**src/rtl/clk_div_gen.sv**
```systemverilog
// Multi-channel programmable clock divider with phase offset and tick output.
// Config writes land directly when idle, otherwise at the next period boundary.
module clk_div_gen #(
    parameter int NUM_CH = 4,
    parameter int CNT_W  = 8,
    localparam int CH_W  = (NUM_CH > 1) ? $clog2(NUM_CH) : 1
) (
    input  logic              clk,
    input  logic              rst_n,
    input  logic [NUM_CH-1:0] en,
    input  logic              cfg_valid,
    output logic              cfg_ready,
    input  logic [CH_W-1:0]   cfg_ch,
    input  logic [CNT_W-1:0]  cfg_div,
    input  logic [CNT_W-1:0]  cfg_high,
    input  logic [CNT_W-1:0]  cfg_phase,
    output logic [NUM_CH-1:0] clk_out,
    output logic [NUM_CH-1:0] tick,
    output logic [NUM_CH-1:0] running
);

    typedef enum logic [1:0] {S_IDLE, S_DELAY, S_RUN, S_STOP} state_t;

    typedef struct packed {
        logic [CNT_W-1:0] div;
        logic [CNT_W-1:0] high;
        logic [CNT_W-1:0] phase;
    } cfg_t;

    localparam cfg_t CFG_RST = '{div: CNT_W'(2), high: CNT_W'(1), phase: '0};

    function automatic cfg_t clamp_cfg(input logic [CNT_W-1:0] d,
                                       input logic [CNT_W-1:0] h,
                                       input logic [CNT_W-1:0] p);
        cfg_t c;
        c.div   = (d < CNT_W'(2)) ? CNT_W'(2) : d;
        c.high  = h;
        c.phase = (p >= c.div) ? c.div - CNT_W'(1) : p;
        return c;
    endfunction

    cfg_t              w_cfg_new;
    logic [NUM_CH-1:0] w_pend;

    assign w_cfg_new = clamp_cfg(cfg_div, cfg_high, cfg_phase);

    always_comb begin
        cfg_ready = 1'b1;
        for (int i = 0; i < NUM_CH; i++) begin
            if (cfg_ch == CH_W'(i)) cfg_ready = ~w_pend[i];
        end
    end

    for (genvar g = 0; g < NUM_CH; g++) begin : g_ch
        state_t           r_st, w_st_n;
        logic [CNT_W-1:0] r_cnt, w_cnt_n;
        cfg_t             r_act, w_act_n;
        cfg_t             r_shd, w_shd_n;
        logic             r_pend, w_pend_n;
        logic             r_clk, r_tick, r_run;
        logic             w_clk_n, w_tick_n, w_xfer, w_apply;

        assign w_xfer    = cfg_valid & cfg_ready & (cfg_ch == CH_W'(g));
        assign w_pend[g] = r_pend;

        always_comb begin
            w_st_n   = r_st;
            w_cnt_n  = r_cnt;
            w_act_n  = r_act;
            w_shd_n  = r_shd;
            w_pend_n = r_pend;
            w_apply  = 1'b0;
            w_clk_n  = 1'b0;
            w_tick_n = 1'b0;
            unique case (r_st)
                S_IDLE: begin
                    // a write in the same cycle as en rising feeds that start
                    if (w_xfer) w_act_n = w_cfg_new;
                    w_cnt_n = '0;
                    if (en[g]) begin
                        w_st_n = (w_act_n.phase == '0) ? S_RUN : S_DELAY;
                    end
                end
                S_DELAY: begin
                    if (!en[g]) begin
                        w_st_n  = S_IDLE;
                        w_cnt_n = '0;
                        w_apply = 1'b1;
                    end else if (r_cnt == r_act.phase - CNT_W'(1)) begin
                        w_st_n  = S_RUN;
                        w_cnt_n = '0;
                        w_apply = 1'b1;
                    end else begin
                        w_cnt_n = r_cnt + CNT_W'(1);
                    end
                end
                S_RUN, S_STOP: begin
                    if (r_cnt == r_act.div - CNT_W'(1)) begin
                        w_cnt_n = '0;
                        w_apply = 1'b1;
                        w_st_n  = en[g] ? S_RUN : S_IDLE;
                    end else begin
                        w_cnt_n = r_cnt + CNT_W'(1);
                        w_st_n  = en[g] ? S_RUN : S_STOP;
                    end
                end
            endcase
            if (r_st != S_IDLE) begin
                if (w_apply && r_pend) begin
                    w_act_n  = r_shd;
                    w_pend_n = 1'b0;
                end
                if (w_xfer) begin
                    if (w_st_n == S_IDLE) begin
                        w_act_n = w_cfg_new;
                    end else begin
                        w_shd_n  = w_cfg_new;
                        w_pend_n = 1'b1;
                    end
                end
            end
            if (w_st_n == S_RUN || w_st_n == S_STOP) begin
                w_clk_n  = (w_cnt_n < w_act_n.high);
                w_tick_n = (w_cnt_n == '0);
            end
        end

        always_ff @(posedge clk or negedge rst_n) begin
            if (!rst_n) begin
                r_st   <= S_IDLE;
                r_cnt  <= '0;
                r_act  <= CFG_RST;
                r_shd  <= CFG_RST;
                r_pend <= 1'b0;
                r_clk  <= 1'b0;
                r_tick <= 1'b0;
                r_run  <= 1'b0;
            end else begin
                r_st   <= w_st_n;
                r_cnt  <= w_cnt_n;
                r_act  <= w_act_n;
                r_shd  <= w_shd_n;
                r_pend <= w_pend_n;
                r_clk  <= w_clk_n;
                r_tick <= w_tick_n;
                r_run  <= (w_st_n != S_IDLE);
            end
        end

        assign clk_out[g] = r_clk;
        assign tick[g]    = r_tick;
        assign running[g] = r_run;
    end

endmodule
```
**config.mk**
```make
export PLATFORM = sky130hd
export DESIGN_NAME = clk_div_gen
export DESIGN_NICKNAME = d
export VERILOG_FILES = /design/src/rtl/clk_div_gen.sv
export SDC_FILE = /design/constraint.sdc
export NUM_CORES = 1
export LEC_CHECK = 0
export CAP_MARGIN = 20
export CORE_MARGIN = 5
export CORE_UTILIZATION = 30
export DETAILED_ROUTE_END_ITERATION = 12
export PLACE_DENSITY = 0.52
export SETUP_SLACK_MARGIN = 0.02
export SYNTH_ARGS = -nofsm -noshare
export SYNTH_HDL_FRONTEND = slang
export SYNTH_SLANG_ARGS = --single-unit
export TNS_END_PERCENT = 10
```
**constraint.sdc**
```tcl
create_clock -name clk -period 6.1 [get_ports clk]
set_clock_uncertainty 0.15 [all_clocks]
set_input_delay 1.525 -clock clk [delete_from_list [all_inputs] [get_ports clk]]
set_output_delay 1.525 -clock clk [all_outputs]
set_load 0.01 [all_outputs]
```
### Word-level counts from Yosys, hierarchy flattened

Cells that the tools add are included.

| storage, ports and cells | value |
|---|---|
| input bits | 33 |
| logic and storage cells | 270 |
| output and inout bits | 13 |
| flip-flop bits (word level) | 248 |

| operators by class | value |
|---|---|
| muxes and demuxes | 118 |
| equality and inequality tests | 31 |
| reductions and logical operators | 41 |
| add/subtract/negate cells | 13 |
| $lt $le $gt $ge | 6 |
| bitwise gates (word level) | 13 |

Operator list:

| kind | count |
|---|---|
| two-way mux 24 bit | 28 |
| two-way mux 8 bit | 14 |
| case mux 8 bit (3 select lines) | 4 |
| subtractor 8 x 1 -> 8 bit, second input constant | 9 |
| equality test 8 bit | 8 |
| logical NOT 8 bit | 8 |
| two-way mux 2 bit | 24 |
| two-way mux 1 bit | 40 |
| equality test 2 bit, second input constant | 18 |
| adder 8 x 1 -> 8 bit, second input constant | 4 |
| < comparator 8 bit | 4 |
| case mux 2 bit (3 select lines) | 4 |
| logical NOT 2 bit | 9 |
| nonzero test 2 bit | 8 |
| AND reduction 3 bit | 4 |
| equality test 2 x 1 -> 1 bit, second input constant | 5 |
| >= comparator 8 bit | 1 |
| < comparator 8 x 2 -> 1 bit, second input constant | 1 |
| NOT 1 bit | 8 |
| case mux 1 bit (2 select lines) | 4 |
| OR reduction 2 bit | 4 |
| bitwise AND 1 bit | 5 |
| logical AND 1 bit | 4 |
| logical OR 1 bit | 4 |

### Longest topological paths before layout

| depth | value |
|---|---|
| word-level depth | 19 |
| depth in mapped cells | 19 |
| mapped depth without buffers | 17 |

### Least setup slack after synthesis

Ideal clock, no wire load.

| timing | value |
|---|---|
| path type | input-to-reg |
| start point | input cfg_div[3] |
| end point | register g_ch[1].r_clk |
| path buffers | 2 |
| cell stages on the path | 15 |
| setup slack | 781 ps |
| setup time | 126 ps |
| required time | 5824 ps |
| arrival time | 5042 ps |
| cell sequence | buf_2 nor4_2 nand2_1 o21ai_0 clkbuf_1 inv_1 ha_1 nand2b_1 a211oi_1 o311ai_0 a21oi_1 or4_1 a41oi_1 a2111o_1 o31ai_1 |

RTL lines:

| item | line | source |
|---|---|---|
| start: declaration | 14 | `input logic [CNT_W-1:0] cfg_div,` |
| end signal: assignment | 144 | `r_clk <= w_clk_n;` |
| end: declaration | 60 | `logic r_clk, r_tick, r_run;` |

==> flow_summary.yaml <==
clocking:
  cts.path.max_buffers: 3
  ctsHoldBuffers: 0
  clk_pin_slew_ps: 60
  cts_tree: "done"
  cts_sinks: 248
  htreeDepth: 1
  postCtsSetupRepairBufs: 0
  numCtsBuffers: 30
  clkLatencyLatePin_ps: 560
  cts-resized-gates: 0
  ctsRootBufferMaster: "clkbuf_16"
pwr:
  power.density_mw_per_mm2: 445
  p_leak_uw: 0.00772
  total_power_uw: 7930
  irDropWorstVdd_mv: 0.274
global_routing:
  grt_pass1_wl_mm: 77.9
  grt_max_degree: 139
  overflow: 0
  grt_pass1_vias: 13192
  antenna_found_initial: 0
  grtUsageTotal: 0.171
synthesis:
  synth_top_area_cell: "dfrtp_1"
  syn_area_mm2: 0.0156
  synth_flop_cell: "dfrtp_1"
  synth.yosys.seq_area_share: 0.399
  synth_fp_nets: 1761
  synthTopCellsByArea: "dfrtp_1, mux2i_1, nand2_1, ha_1, nor2_1"
  synth.ff_latch_count: 248
  ys_types: 110
  yosysTopAreaCellShare: 0.372
  syn_inst: 1679
  postSynthAreaPerCell_um2: 9.29
  yosys_warnings: 0
  synth_edf_count: 0
  synthArstFlopShare: 1.00
sta:
  hold_violations: 0
  period_needed_ps: 5430
  max_slew.worst_pin.slew_ps: 1080
  setup_violations: 0
  slew_headroom: 0.275
  final_max_slew_viol_count: 0
  setup_tns_ps: 0
  timing.fmax_mhz: 184
  worst_hold_slack_ps: 329
  rsz0062_at_grt: "no"
  fin_crit_sh: 0.890
  worst_slack_ps: 671
routing:
  finalWirelength_mm: 49.5
  drc: 0
  vias: 13049
  viasPerCell: 5.44
  ant_nets: 0
  wire_per_inst_um: 20.6
  drt_pass1_iterations: 5
  drt_iter0_drc: 835
layout:
  layout-drive-gt1-share: 0.134
  final_common_cell: "dfrtp_1"
  multi_input_area_mm2: 0.00856
  final_cell_mix: "dfrtp_1, nand2_1, nor2_1"
  fillers: 5283
  ff_latch_area_mm2: 0.00623
  n_antenna_cell: 0
  nets: 1775
  syn_to_final_growth_pct: 14.1
place:
  place_congestion: 0.863
  port_buffers: 45
  pre_cts_ws_ps: 90.4
  hpwl_mm: 36.0
critical_path:
  crit_path_start_kind: "primary input"
  critPathCaptureType: "flip-flop"
  worstPathArrival_ps: 5750
  critPathKind: "primary input to flip-flop"
  crit_fanout: 7
  cp.required_ps: 6420
die:
  die_area_mm2: 0.0567
  die_y_um: 238
  start_util: 0.304
  rows: 83
  die_w_um: 238
  core_area_mm2: 0.0514
  pin_count: 46
outcome:
  status: "finished clean"
job:
  drv_cap: 0
hold_path:
  hold_path.class: "flip-flop to flip-flop"
## flip-flops by register name (all words and copies together) (netlist names)
name / cells
g_ch.r_act: 96
g_ch.r_shd: 96
g_ch.r_cnt: 32
g_ch.r_st: 8
g_ch.r_clk: 4
g_ch.r_pend: 4
g_ch.r_run: 4
g_ch.r_tick: 4
## cell type report
class / count / share of cell area
multi-input combinational: 1245 / 0.481
sequential: 248 / 0.350
clock buffer: 49 / 0.0530
timing repair buffer: 107 / 0.0526
tap: 680 / 0.0478
inverter: 61 / 0.0129
clock inverter: 7 / 0.00337
## cells in the mapped netlist, drive strengths merged (8+ instances only)
cell / n
or4: 8
dfstp: 16
xor2: 41
nor4: 16
nor2: 143
buf: 42
a2bb2oi: 11
nand4: 13
dfrtp: 232
nand2: 179
or2: 12
a31oi: 14
o221a: 16
o211ai: 15
nor3: 31
xnor2: 52
a2bb2o: 8
nand3: 39
a22oi: 23
and3: 9
a22o: 17
a221oi: 15
ha: 49
o21a: 12
a21o: 11
o22a: 14
mux2: 38
o21ai: 106
a21oi: 69
mux2i: 77
o22ai: 41
a211oi: 16
inv: 58
clkbuf: 83
nand2b: 22
## through the flow
step | cell area [µm²] | std cells | utilization
floorplan | 15600 | 1679 | -
global placement | 16800 | 2340 | 0.327
detailed placement | 16800 | 2341 | 0.327
CTS | 17800 | 2397 | 0.346
global route | 17800 | 2397 | 0.346
finish | 17800 | 2397 | 0.346
## critical path, stage by stage
cell and delay (ps):
clkdlybuf4s50_1 540, nor4_2 520, nand2_1 130, o21ai_1 230, inv_1 110, ha_1 280
nand2b_1 100, a211oi_1 70, o311ai_0 630, a21o_1 410, buf_4 220, a311oi_1 180
a221oi_1 510, nand2_1 90, o31ai_1 200
## per-layer routing
metal,routed length [µm],track usage
met5,0,0
met2,22900,0.281
met3,2420,0.0257
met1,22300,0.232
met4,1860,0.0597
## final timing paths
path,from,endpoint,slack [ps],cells after the start
min reg2reg,g_ch[2].r_shd[8]$_DFFE_PN1P_,g_ch[2].r_shd[8]$_DFFE_PN1P_,330,2
max reg2reg,g_ch[3].r_act[1]$_DFF_PN0_,g_ch[3].r_clk$_DFF_PN0_,1390,14
min,g_ch[2].r_shd[8]$_DFFE_PN1P_,g_ch[2].r_shd[8]$_DFFE_PN1P_,330,2
max in group asynchronous,rst_n,g_ch[0].r_act[9]$_DFF_PN0_,3890,2
min in group asynchronous,rst_n,g_ch[1].r_cnt[0]$_DFF_PN0_,730,1
max,cfg_div[4],g_ch[3].r_clk$_DFF_PN0_,670,15
## power breakdown
part           internal, µW  leakage (µW)  switching, µW  total (µW)
Clock                  1090      0.000501            720        1810
Sequential             2320       0.00298            675        2990
Combinational          1480       0.00424           1650        3130
Total                  4880       0.00772           3040        7930
## cells by family after synthesis
kind of cell	Yosys count	share of synthesized area
and+or+nand+nor	516	0.160
AOI/OAI and AO/OA	470	0.218
DFF	248	0.399
buffers and inverters	186	0.0523
muxes	115	0.0768
xor gates and xnor gates	94	0.0541
adders and majority gates	50	0.0399
Note: power is estimated with default switching activity, not from simulation.
